==> src/rtl/obi2wb_bridge.sv <==
// OBI core-side to Wishbone B4 pipelined master bridge.
// It tracks outstanding transfers and returns their responses in order. Transfers stuck past a timeout are aborted with errors.
module obi2wb_bridge #(
    parameter int unsigned AW             = 32,
    parameter int unsigned DW             = 32,
    parameter int unsigned MaxOutstanding = 4,
    parameter int unsigned TimeoutCycles  = 1024
) (
    input  logic            clk_i,
    input  logic            rst_ni,
    // core side
    input  logic            req_i,
    output logic            gnt_o,
    input  logic [AW-1:0]   addr_i,
    input  logic            we_i,
    input  logic [DW/8-1:0] be_i,
    input  logic [DW-1:0]   wdata_i,
    output logic            rvalid_o,
    output logic [DW-1:0]   rdata_o,
    output logic            err_o,
    // wishbone side
    output logic            wb_cyc_o,
    output logic            wb_stb_o,
    output logic [AW-1:0]   wb_adr_o,
    output logic [DW-1:0]   wb_dat_o,
    output logic            wb_we_o,
    output logic [DW/8-1:0] wb_sel_o,
    input  logic            wb_stall_i,
    input  logic            wb_ack_i,
    input  logic            wb_err_i,
    input  logic [DW-1:0]   wb_dat_i,
    output logic            busy_o
);

    localparam int unsigned CW = $clog2(MaxOutstanding + 1);
    localparam int unsigned TW = (TimeoutCycles > 0) ? $clog2(TimeoutCycles + 1) : 1;
    localparam logic [CW-1:0] CntMax   = CW'(MaxOutstanding);
    localparam logic [TW-1:0] TmoLimit = TW'(TimeoutCycles);

    typedef enum logic {
        RUN   = 1'b0,
        ABORT = 1'b1
    } state_e;

    state_e        state_q, state_d;
    logic [CW-1:0] cnt_q, cnt_d;
    logic [TW-1:0] tmo_q, tmo_d;
    logic          rvalid_q, rvalid_d;
    logic          err_q, err_d;
    logic [DW-1:0] rdata_q, rdata_d;

    logic in_run;
    logic cnt_nz;
    logic stb;
    logic accept;
    logic response;
    logic abort_trig;

    assign in_run   = (state_q == RUN);
    assign cnt_nz   = (cnt_q != '0);
    assign stb      = in_run & req_i & (cnt_q < CntMax);
    assign accept   = stb & ~wb_stall_i;
    // Stray ack/err with nothing outstanding must not create a response.
    assign response = in_run & cnt_nz & (wb_ack_i | wb_err_i);
    assign abort_trig = (TimeoutCycles != 0) && in_run && cnt_nz && !response
                        && (tmo_q >= TmoLimit);

    always_comb begin
        state_d  = state_q;
        cnt_d    = cnt_q;
        tmo_d    = tmo_q;
        rvalid_d = 1'b0;
        err_d    = 1'b0;
        rdata_d  = '0;
        case (state_q)
            RUN: begin
                cnt_d = cnt_q + CW'(accept) - CW'(response);
                if (response || !cnt_nz || (TimeoutCycles == 0)) begin
                    tmo_d = '0;
                end else begin
                    tmo_d = tmo_q + 1'b1;
                end
                if (abort_trig) begin
                    state_d  = ABORT;
                    tmo_d    = '0;
                    rvalid_d = 1'b1;
                    err_d    = 1'b1;
                end else if (response) begin
                    rvalid_d = 1'b1;
                    err_d    = wb_err_i;
                    rdata_d  = wb_dat_i;
                end
            end
            ABORT: begin
                // One error response is flushed per cycle. The outputs are registered, so the
                // response for the last slot is already visible while this cycle returns to RUN.
                tmo_d = '0;
                cnt_d = cnt_nz ? (cnt_q - 1'b1) : '0;
                if (cnt_q <= CW'(1)) begin
                    state_d = RUN;
                end else begin
                    rvalid_d = 1'b1;
                    err_d    = 1'b1;
                end
            end
            default: state_d = RUN;
        endcase
    end

    always_ff @(posedge clk_i) begin
        if (!rst_ni) begin
            state_q  <= RUN;
            cnt_q    <= '0;
            tmo_q    <= '0;
            rvalid_q <= 1'b0;
            err_q    <= 1'b0;
            rdata_q  <= '0;
        end else begin
            state_q  <= state_d;
            cnt_q    <= cnt_d;
            tmo_q    <= tmo_d;
            rvalid_q <= rvalid_d;
            err_q    <= err_d;
            rdata_q  <= rdata_d;
        end
    end

    assign gnt_o    = accept;
    assign wb_stb_o = stb;
    assign wb_cyc_o = stb | (in_run & cnt_nz);
    assign wb_adr_o = addr_i;
    assign wb_dat_o = wdata_i;
    assign wb_we_o  = we_i;
    assign wb_sel_o = be_i;
    assign rvalid_o = rvalid_q;
    assign err_o    = err_q;
    assign rdata_o  = rdata_q;
    assign busy_o   = cnt_nz | ~in_run;

endmodule

==> config.mk <==
export PLATFORM = sky130hd
export DESIGN_NAME = obi2wb_bridge
export DESIGN_NICKNAME = d
export VERILOG_FILES = /design/src/rtl/obi2wb_bridge.sv
export SDC_FILE = /design/constraint.sdc
export NUM_CORES = 1
export LEC_CHECK = 0
export ABC_AREA = 1
export ABC_CLOCK_PERIOD_IN_PS = 1800
export BUFFER_PORTS_ARGS = -buffer_cell sky130_fd_sc_hd__buf_2
export CAP_MARGIN = 5
export CORE_UTILIZATION = 35
export DETAILED_ROUTE_END_ITERATION = 8
export PLACE_DENSITY = 0.8
export SETUP_SLACK_MARGIN = 0.3
export SYNTH_ARGS = -nofsm -noshare
export SYNTH_HDL_FRONTEND = slang
export SYNTH_SLANG_ARGS = --single-unit
export TNS_END_PERCENT = 100
==> constraint.sdc <==
create_clock -name clk_i -period 1.8 [get_ports clk_i]
set_input_delay 0.09 -clock clk_i [delete_from_list [all_inputs] [get_ports clk_i]]
set_output_delay 0.09 -clock clk_i [all_outputs]
set_load 0.005 [all_outputs]
# After elaboration in Yosys (flattened, before gate mapping)
# Cells that the tools add are included.
# totals
regBits	49
input_bits	107
output_inout_bits	107
word_cells	47
# op_classes
addsub	4
order_cmp	3
muxes	14
bitwise_logic	12
n_reduce_logical	8
# op_table
op	n
11-bit 2-to-1 mux	2
11-bit one-hot mux with 2 select lines	1
11-bit by 1-bit adder with 11-bit output (second input constant)	1
11-bit greater-or-equal comparator (second input constant)	1
1-bit 2-to-1 mux	6
1-bit one-hot mux with 2 select lines	3
3-bit one-hot mux with 2 select lines	1
1-bit AND	5
1-bit inverter	4
4-bit OR reduction	1
3-bit by 1-bit adder with 3-bit output	1
3-bit by 1-bit less-or-equal comparator with 1-bit output (second input constant)	1
1-bit logical AND	3
3-bit less-than comparator (second input constant)	1
3-bit 2-to-1 mux	1
1-bit OR	3
3-bit nonzero test	1
3-bit by 1-bit subtractor with 3-bit output	1
3-bit by 1-bit subtractor with 3-bit output (second input constant)	1
1-bit logical NOT	2
1-bit logical OR	1

# Logic depth before layout (Yosys ltp)
# Gate-level depths: netlist of run 1.
# logic_depth
word_depth	8
ltp_mapped	11
mapped_depth_nobuf	11

# Least setup slack after synthesis of run 1
# Ideal clock, no wire load.
# synth_timing
path_type	reg2reg
startpoint	register cnt_q[0]
endpoint	register cnt_q[2]
setup_ns	0.070
t_arrival_ns	1.771
required_time_ns	1.730
setup_slack_ns	-0.041
stages_incl_launch_ff	12
n_path_buf	0
period_less_slack_ns	1.841
path_cell_list	dfxtp_1 > nor2_2 > nand2_4 > nand3b_4 > inv_4 > nand2_1 > nand2_1 > ha_1 > fa_1 > xnor2_1 > nand2_1 > a21oi_1
# synth_via
elab_chain_len	6
elab_cells_between_ends	11
cone_classes	3 x add/sub; 1 x order compare; 2 x mux; 4 x bitwise; 1 x reduce/logical
# synth_rtl
element	line	source
from (decl)	46	logic [CW-1:0] cnt_q, cnt_d;
from (signal assigned)	120	cnt_q <= cnt_d;
3-bit less-than comparator	61	assign stb = in_run & req_i & (cnt_q < CntMax);
1-bit AND	61	
1-bit AND	62	assign accept = stb & ~wb_stall_i;
3-bit by 1-bit adder with 3-bit output	77	cnt_d = cnt_q + CW'(accept) - CW'(response);
3-bit by 1-bit subtractor with 3-bit output	77	
3-bit one-hot mux with 2 select lines (*)	75	case (state_q)
# Mark *: on every way between the ends. The rest lies on a longest branch, timed or not.
# A chain may end at the register's enable or synchronous reset.

# Worst setup path in the final report of run 1
# layout_timing
startpoint	register cnt_q[0]
endpoint	register cnt_q[1]
# The elaborated chain is that of the path after synthesis.

==> results of run 1 <==
metal layers:
metal	global-route usage [%]	vias to the layer above	routed length, um
met5	0	-	0
met4	9.238	0	246
met3	4.291	35	428
met2	22.73	83	2664
met1	10.74	721	1601
li1	-	829	-
worst max-delay path: cells and delay by family, from the launching register on:
family                   cells  cell delay (ps)
adder cells (fa/ha/maj)      2              670
AO/OA/AOI/OAI                1              100
flip-flops                   1              360
buffers and inverters        1               40
AND/OR/NAND/NOR              6              460
through the flow:
stage | hold WS, ps | std cells | utilization, % | setup slack, ps
3_5_place_dp | 180.0 | 399 | 36.69 | 5.540
3_3_place_gp | 180.0 | 399 | 36.69 | 69.00
5_1_grt | 4.351 | 416 | 39.16 | 19.80
4_1_cts | 0.9528 | 414 | 38.76 | 90.69
2_1_floorplan | 187.6 | 291 | - | 80.22
6_report | 9.937 | 416 | 39.16 | 100.5
power groups by stage:
stage | combinational [mW] | sequential (mW) | clock, mW
2_1_floorplan | 1.06 | 1.37 | 0
3_3_place_gp | 1.25 | 1.35 | 0
3_5_place_dp | 1.28 | 1.36 | 0
4_1_cts | 1.43 | 1.33 | 0.658
5_1_grt | 1.66 | 1.35 | 0.703
6_report | 1.49 | 1.33 | 0.631
layout by cell type, fill, tap and decap left out, drive strengths merged:
cell	netlist	final
a21oi	5	5
xnor2	3	3
nand2	35	35
inv	48	49
o21ai	1	1
clkinv	0	1
xor2	4	4
clkbuf	0	6
nor3	1	1
nand3b	1	1
fa	1	1
buf	73	90
nor2	53	53
dfxtp	49	49
ha	4	4
dlygate4sd3	0	1
nand4	2	2
nand3	11	11
what timing repair did:
| item | CTS | global route |
|---|---|---|
| hold buffers | 1 | 0 |
| pin swaps | 7 | 5 |
| resized for setup | 4 | 3 |
| setup buffers | 6 | 2 |
| hold endpoints to repair | 1 | 0 |
| setup endpoints to repair | 2 | 6 |
state kept, by name (all words and copies together), names as in the netlist:
register	flops
err_o	1
rdata_o	32
tmo_q	11
state_q	1
cnt_q	3
rvalid_o	1
kinds of logic (layout without fill, tap and decap cells):
| logic type | count (synthesis) | after routing | synth area share (%) |
|---|---|---|---|
| buffers and inverters | 121 | 147 | 29.33 |
| adder cells (fa/ha/maj) | 5 | 5 | 2.662 |
| AO/OA/AOI/OAI | 6 | 6 | 1.140 |
| XOR/XNOR | 7 | 7 | 2.329 |
| flip-flops | 49 | 49 | 37.26 |
| AND/OR/NAND/NOR | 103 | 103 | 27.28 |
layout make-up:
class / count / area, um^2
Tap cell: 99 / 123.9
Inverter: 48 / 182.7
Fill cell: 726 / 4413
Timing Repair Buffer: 91 / 523.0
Clock inverter: 2 / 13.76
Multi-Input combinational cell: 121 / 937.1
Clock buffer: 6 / 72.57
Sequential cell: 49 / 987.2
path summary, 6_finish.rpt:
kind / endpoint / cells after the start
max: cnt_q[1] / 10
min: rdata_o[15] / 3
max reg2reg: cnt_q[1] / 10
min reg2reg: tmo_q[0] / 1
==> metrics, run 1 <==
switch share 35.74%; Yosys cell types 25; CP startpoint cnt_q[0]; crit-path max FO 3; max-slew violations 0; Root Buffer clkbuf_8; Final Setup Violations 0; Iter 0 DRT Violations 70; DP HPWL 3890 um; Yosys top cell area share 37.26%; vias per inst 4.010; max-capacitance violation count 0; PwrDens 1214 nW/um^2; GPL Wtd Cong 0.7997; GRT overflow 0; Starting Density between 30% and 40%; f_max 0.5884 GHz; r2r setup slk 100 ps; first-pass GRT wire length between 7000 and 8000 um; worst path required time 2030 ps; Leak around 1.4 nW; final hold vios 0; area of the core ~7300 um^2; Pre-antenna DRT Iters 4; total power 3.447 mW; # port buffers between 70 and 80; synthesis warning total 0; Synthesized Nets 403; Num CTS Buffers 5; Critical Path End Type flop; vias in the first global route 1501; Final Instance Area 2840 um^2; worst vdd ir 0.3982 mV; outcome completed; critical path class flop to flop; CTS HTree Levels 2; initial antenna violation count 0; worst r2r src cnt_q[0]; Ports 214; most common cell in the netlist buf_4; Synth Flop Type dfxtp_1; Crit path largest cell delay 520 ps; die width between 80 and 90 um; number of synthesized flops with an enable pin 0; Internal 2.215 mW; Combinational Power Share 43.1%; startpoint types flop; sequential power share 38.6%; power share of the clock group 18.3%; HP Class input pin to flop; via count 1668; Synth Register Bits 49; Worst Hold Launch wb_dat_i[15]; CP arrival 1930 ps; syn avg cell area between 9 and 10 um^2; Mapped Area 2633 um^2; Commonest cells post-synth buf_4 (69), dfxtp_1 (49), inv_1 (45), nand2_1 (33), nor2_4 (31); clk_lat worst skew 290 ps; Die ar. 7872 um^2; Critical Path Most Common Cell nand2_4; largest net degree at the start of global routing 21; period utilization a little over nine tenths; Diodes inserted 0; Die Y between 80 and 90 um; std cell rows 31; RSZ-0062 raised after global routing yes; area leader, netlist dfxtp_1; CTS tree built; wire per inst around 12 um; DRC 0; CP max stage cell fa_2; share of cells above drive strength 1 50.16%; Net count, final 428; sequential share of the synthesized area a little under two fifths; clock transition at the registers of the reported paths 90 ps; Synth async-reset ratio 0%; relative slew slack 78.20%; area grow syn2layout 7.890%; setup TNS 0 ps; ranking of synthesized cells by area dfxtp_1 (37%), buf_4 (20%), nor2_4 (13%); Final min period 1700 ps; crit-path cells nor2_4 -> nand2_4 -> nand3b_4 -> inv_4 -> nand2_4 -> nand2_4 -> ha_4 -> fa_2 -> nand2_2 -> a21oi_2; P_sw 1.232 mW; Tot GR Track Use 12.22%; final WL between 4000 and 5000 um; Sink Count slightly below 50; post-detailed-route count of antenna-violating nets 0; Final Skew 7.691 ps; CTS Buffer Depth 2; Gate Count Post-Synth a little under 300; Worst-Margin Slew roughly 330 ps; area post-placement 2661 um^2
Power figures use the tool's default switching activity.
==> run 2: changes to the inputs <==
==> constraint.sdc (replaced) <==
create_clock -name clk_i -period 1.8 [get_ports clk_i]
set_input_delay 0.09 -clock clk_i [delete_from_list [all_inputs] [get_ports clk_i]]
set_output_delay 0.09 -clock clk_i [all_outputs]
set_load 0.05 [all_outputs]
==> run 2 against run 1 <==
  * Clock-buffer cell count is 1 lower
  * Global-route usage hardly changed
  * Power up 28%
  * Sequential power barely moved
  * Core utilization is 1.2 points higher
  * Critical path type unchanged
  * Critical endpoint unchanged
  * Largest cell class unchanged
  * Highest routed layer unchanged
==> metrics, run 2 (synthesized netlist as in run 1, its figures left out) <==
PwrDens 1509 nW/um^2; CP arrival slightly below 2000 ps; Non-Filler Instances 417; worst path required time 2040 ps; Num CTS Buffers 5; Fill cells 704; clock transition at the registers of the reported paths 100 ps; HP Class input pin to flop; relative slew slack around 80%; P_sw 1.866 mW; sequential power share 30.3%; CTS Buffer Depth 2; area of the core 7253 um^2; f_max 0.5773 GHz; Net count, final between 400 and 500; Pre-antenna DRT Iters 4; startpoint types flop; first-pass GRT wire length 7100 um; RSZ-0062 raised after global routing yes; Final Setup Violations 0; Internal 2.553 mW; switch share 42.23%; period utilization 96.24%; via count about 1700; Critical Path End Type flop; die width 88.73 um; crit-path max FO 4; CTS HTree Levels 2; area grow syn2layout 11.26%; CTS tree built; vias per inst 4.137; largest net degree at the start of global routing 17; Combinational Power Share about 49%; outcome completed; Final min period 1732 ps; post-placement cell count 401; Die Y between 80 and 90 um; Die ar. around 7900 um^2; GPL Wtd Cong between 0.8 and 0.9; Starting Density 36.29%; DRC 0; Sink Count 49; final WL 4906 um; Leak ~1.4 nW; hold path depth 3; Diodes inserted 0; final hold vios 0; most frequent cells in the layout buf_2 (73), dfxtp_1 (46), inv_1 (44); wire per inst between 10 and 15 um; Ports 214; Root Buffer clkbuf_8; max-slew violations 0; share of cells above drive strength 1 50.31%; clk_lat worst skew 300 ps; Final Skew slightly above 10 ps; Worst-Margin Slew approximately 300 ps; Fin Hold WS 21.52 ps; critical path class flop to flop; power share of the clock group about a fifth; vias in the first global route around 1500; DP HPWL 3769 um; worst vdd ir between 0.3 and 0.4 mV; GRT overflow 0; max reg flops 32; initial antenna violation count 0; Iter 0 DRT Violations 60; commonest non-fill, non-tap cell in the layout buf_2; post-detailed-route count of antenna-violating nets 0; Tot GR Track Use 12.21%; max-capacitance violation count 0; # port buffers between 70 and 80; std cell rows 31; R2R depth 10
run 2: path summary, 6_finish.rpt:
check | start | slack (ps) | endpoint
setup / recovery | cnt_q[1] | 70 | cnt_q[1]
hold / removal | wb_dat_i[1] | 20 | rdata_o[1]
setup reg to reg | cnt_q[1] | 70 | cnt_q[1]
hold reg to reg | tmo_q[0] | 470 | tmo_q[0]
run 2: final cells by class:
type	count	area [um^2]	area share, %
clock inverters	3	68.82	2.349
clock buffers	5	68.82	2.349
flip-flops and latches	49	987.2	33.70
repair buffers	91	538.0	18.37
well taps	99	123.9	4.229
multi-input cells	122	957.2	32.68
inverters	48	185.2	6.322
run 2: per-layer routing:
metal / share of wire, % / routed length, um / GRT usage, %
met1: 35 / 1715 / 11.44
met3: 7.5 / 366 / 5.784
met4: 2.7 / 133 / 6.598
met2: 55 / 2691 / 21.96
met5: 0 / 0 / 0
run 2: timing repair:
action                                  in CTS  in global routing
endpoints found under the hold margin        2                  0
pin swaps                                    2                  3
gates resized for setup                      8                 10
buffers inserted                             2                  3
endpoints found under the setup margin       3                 16
hold buffers                                 2                  0
cloned                                       0                  1
run 2: through the flow:
stage	utilization, %	power, mW	instance area (um^2)	setup TNS, ps	setup slack (ps)
floorplan	-	3.231	2665	-469.5	-296.4
global placement	36.78	3.192	2668	0	61.41
detailed placement	36.78	3.251	2668	-2.166	-2.166
CTS	39.45	4.288	2861	0	86.27
global route	40.38	4.675	2929	-2.047	-2.047
finish	40.38	4.419	2929	0	67.67
run 2: power by group through the flow:
stage	combinational [mW]	sequential, mW	clock (mW)
global placement	1.85	1.34	0
finish	2.14	1.34	0.937
CTS	1.98	1.34	0.968
detailed placement	1.90	1.35	0
global route	2.30	1.36	1.02
floorplan	1.43	1.80	0
run 2: critical path, cell delays in order, from the launching register on:
cell and delay [ps]:
dfxtp_2 340, nor2_4 130, nand2_4 70, nand3b_4 110
inv_4 40, nand2_4 60, nand2_4 50, ha_4 150
fa_2 520, nand2_1 80, a21oi_2 110
==> run 3: changes to the inputs <==
--- a/config.mk
+++ b/config.mk
@@ -11,7 +11,7 @@
 export CAP_MARGIN = 5
 export CORE_UTILIZATION = 35
 export DETAILED_ROUTE_END_ITERATION = 8
-export PLACE_DENSITY = 0.8
+export PLACE_DENSITY = 0.86
 export SETUP_SLACK_MARGIN = 0.3
 export SYNTH_ARGS = -nofsm -noshare
 export SYNTH_HDL_FRONTEND = slang
==> run 3 against run 2 <==
  * Routed wire length rose by 1.8%
  * Clock power fell by 30%
  * Via count rose by 0.29%
  * Clock skew fell by 2.0 ps
  * Critical path type unchanged
  * Core utilization fell by 1.3 points
  * Maximum frequency rose by 0.93%
  * Global-route usage barely moved
  * Setup slack improved by 16 ps
  * Critical path depth fell by 1
  * Non-clock buffer count fell by 3
  * Cell count fell by 0.96%
  * First-iteration DRC count fell by 55%
==> metrics, run 3 (synthesized netlist as in run 1, its figures left out) <==
crit-path max FO 6; HP Class input pin to flop; startpoint types flop; clk_lat worst skew 310 ps; Tot GR Track Use 12.21%; Worst-Margin Slew between 500 and 600 ps; period utilization between 90% and 100%; max-slew violations 0; Final Instance Area 2835 um^2; die width a little under 90 um; Final min period approximately 1700 ps; Critical Path End Type flop; clock transition at the registers of the reported paths 100 ps; relative slew slack between 60% and 70%; worst vdd ir 0.4022 mV; commonest non-fill, non-tap cell in the layout buf_2; CTS Buffer Depth 2; CTS tree built; critical path class flop to flop; worst path required time 2040 ps; Pre-antenna DRT Iters 4; Leak 1.365 nW; initial antenna violation count 0; Iter 0 DRT Violations 27; via count 1730; max reg flops 32; vias in the first global route 1577; post-route worst setup slack 83.65 ps; most frequent cells in the layout buf_2 (73), dfxtp_1 (46), inv_1 (44); Ports 214; Starting Density 36.29%; Final Setup Violations 0; f_max 0.5826 GHz; Root Buffer clkbuf_8; max-capacitance violation count 0; Net count, final 425; total power 4.093 mW; wire per inst roughly 12 um; area grow syn2layout 7.700%; DP HPWL 3875 um; post-placement cell count 398; Final Skew ~8.2 ps; post-detailed-route count of antenna-violating nets 0; outcome completed; PwrDens 1444 nW/um^2; final WL about 5000 um; Num CTS Buffers 5; area of the core 7253 um^2; # port buffers 75; pre-CTS WS between 2 and 2.5 ps; Die ar. 7872 um^2; Non-Filler Instances 413; Diodes inserted 0; std cell rows 31; CP arrival slightly below 2000 ps; Sink Count 49; final hold vios 0; first-pass GRT wire length slightly above 7000 um; DRC 0; RSZ-0062 raised after global routing yes; vias per inst 4.189; Fin Hold WS 15.09 ps; GRT overflow 0; area post-placement 2620 um^2; GPL Wtd Cong 0.8600; CTS HTree Levels 2; Die Y 88.73 um; largest net degree at the start of global routing 33; share of cells above drive strength 1 about 50%
-- run 3: final timing paths --
| path | start | endpoint | slack [ps] | depth (start not counted) |
|---|---|---|---|---|
| hold reg to reg | tmo_q[0] | tmo_q[0] | 460 | 1 |
| hold / removal | wb_dat_i[12] | rdata_o[12] | 20 | 3 |
| setup / recovery | cnt_q[2] | cnt_q[1] | 80 | 9 |
| setup reg to reg | cnt_q[2] | cnt_q[1] | 80 | 9 |
-- run 3: worst max-delay path: stages, from the launching register on --
cell	delay (ps)
dfxtp_4	390
inv_4	60
nand2_4	60
nand3b_4	100
nand2_1	130
nand2_4	70
ha_4	160
fa_2	520
nand2_2	50
a21oi_2	110
-- run 3: metrics by stage --
step                      util [%]  TNS (ps)
after floorplan                  -    -469.5
after global placement       36.12         0
after detailed placement     36.12         0
after CTS                    38.21         0
after global routing         39.09         0
final                        39.09         0
-- run 3: per-layer routing --
| layer | part of all wire (%) | vias up | track usage, % |
|---|---|---|---|
| li1 | - | 828 | - |
| met1 | 33 | 780 | 11.43 |
| met2 | 56 | 99 | 22.17 |
| met3 | 7.8 | 23 | 4.664 |
| met4 | 3.8 | 0 | 7.918 |
| met5 | 0 | - | 0 |
-- run 3: area by class of cell --
cell class	instances	area (um^2)
fillers	719	4418
clock inverters	3	21.27
clock buffers	5	68.82
flip-flops and latches	49	987.2
multi-input cells	121	954.7
well taps	99	123.9
repair buffers	88	494.2
inverters	48	185.2
-- run 3: timing repair --
action / 4_1_cts / 5_1_grt
hold buffers: 2 / 0
pin swaps: 2 / 7
endpoints found under the hold margin: 2 / 0
resized for setup: 7 / 13
endpoints found under the setup margin: 3 / 47
setup buffers: 3 / 2
-- run 3: power breakdown --
part	switching [mW]	internal, mW	total, mW
sequential	0.0712	1.26	1.33
clock	0.384	0.276	0.660
combinational	1.39	0.705	2.10
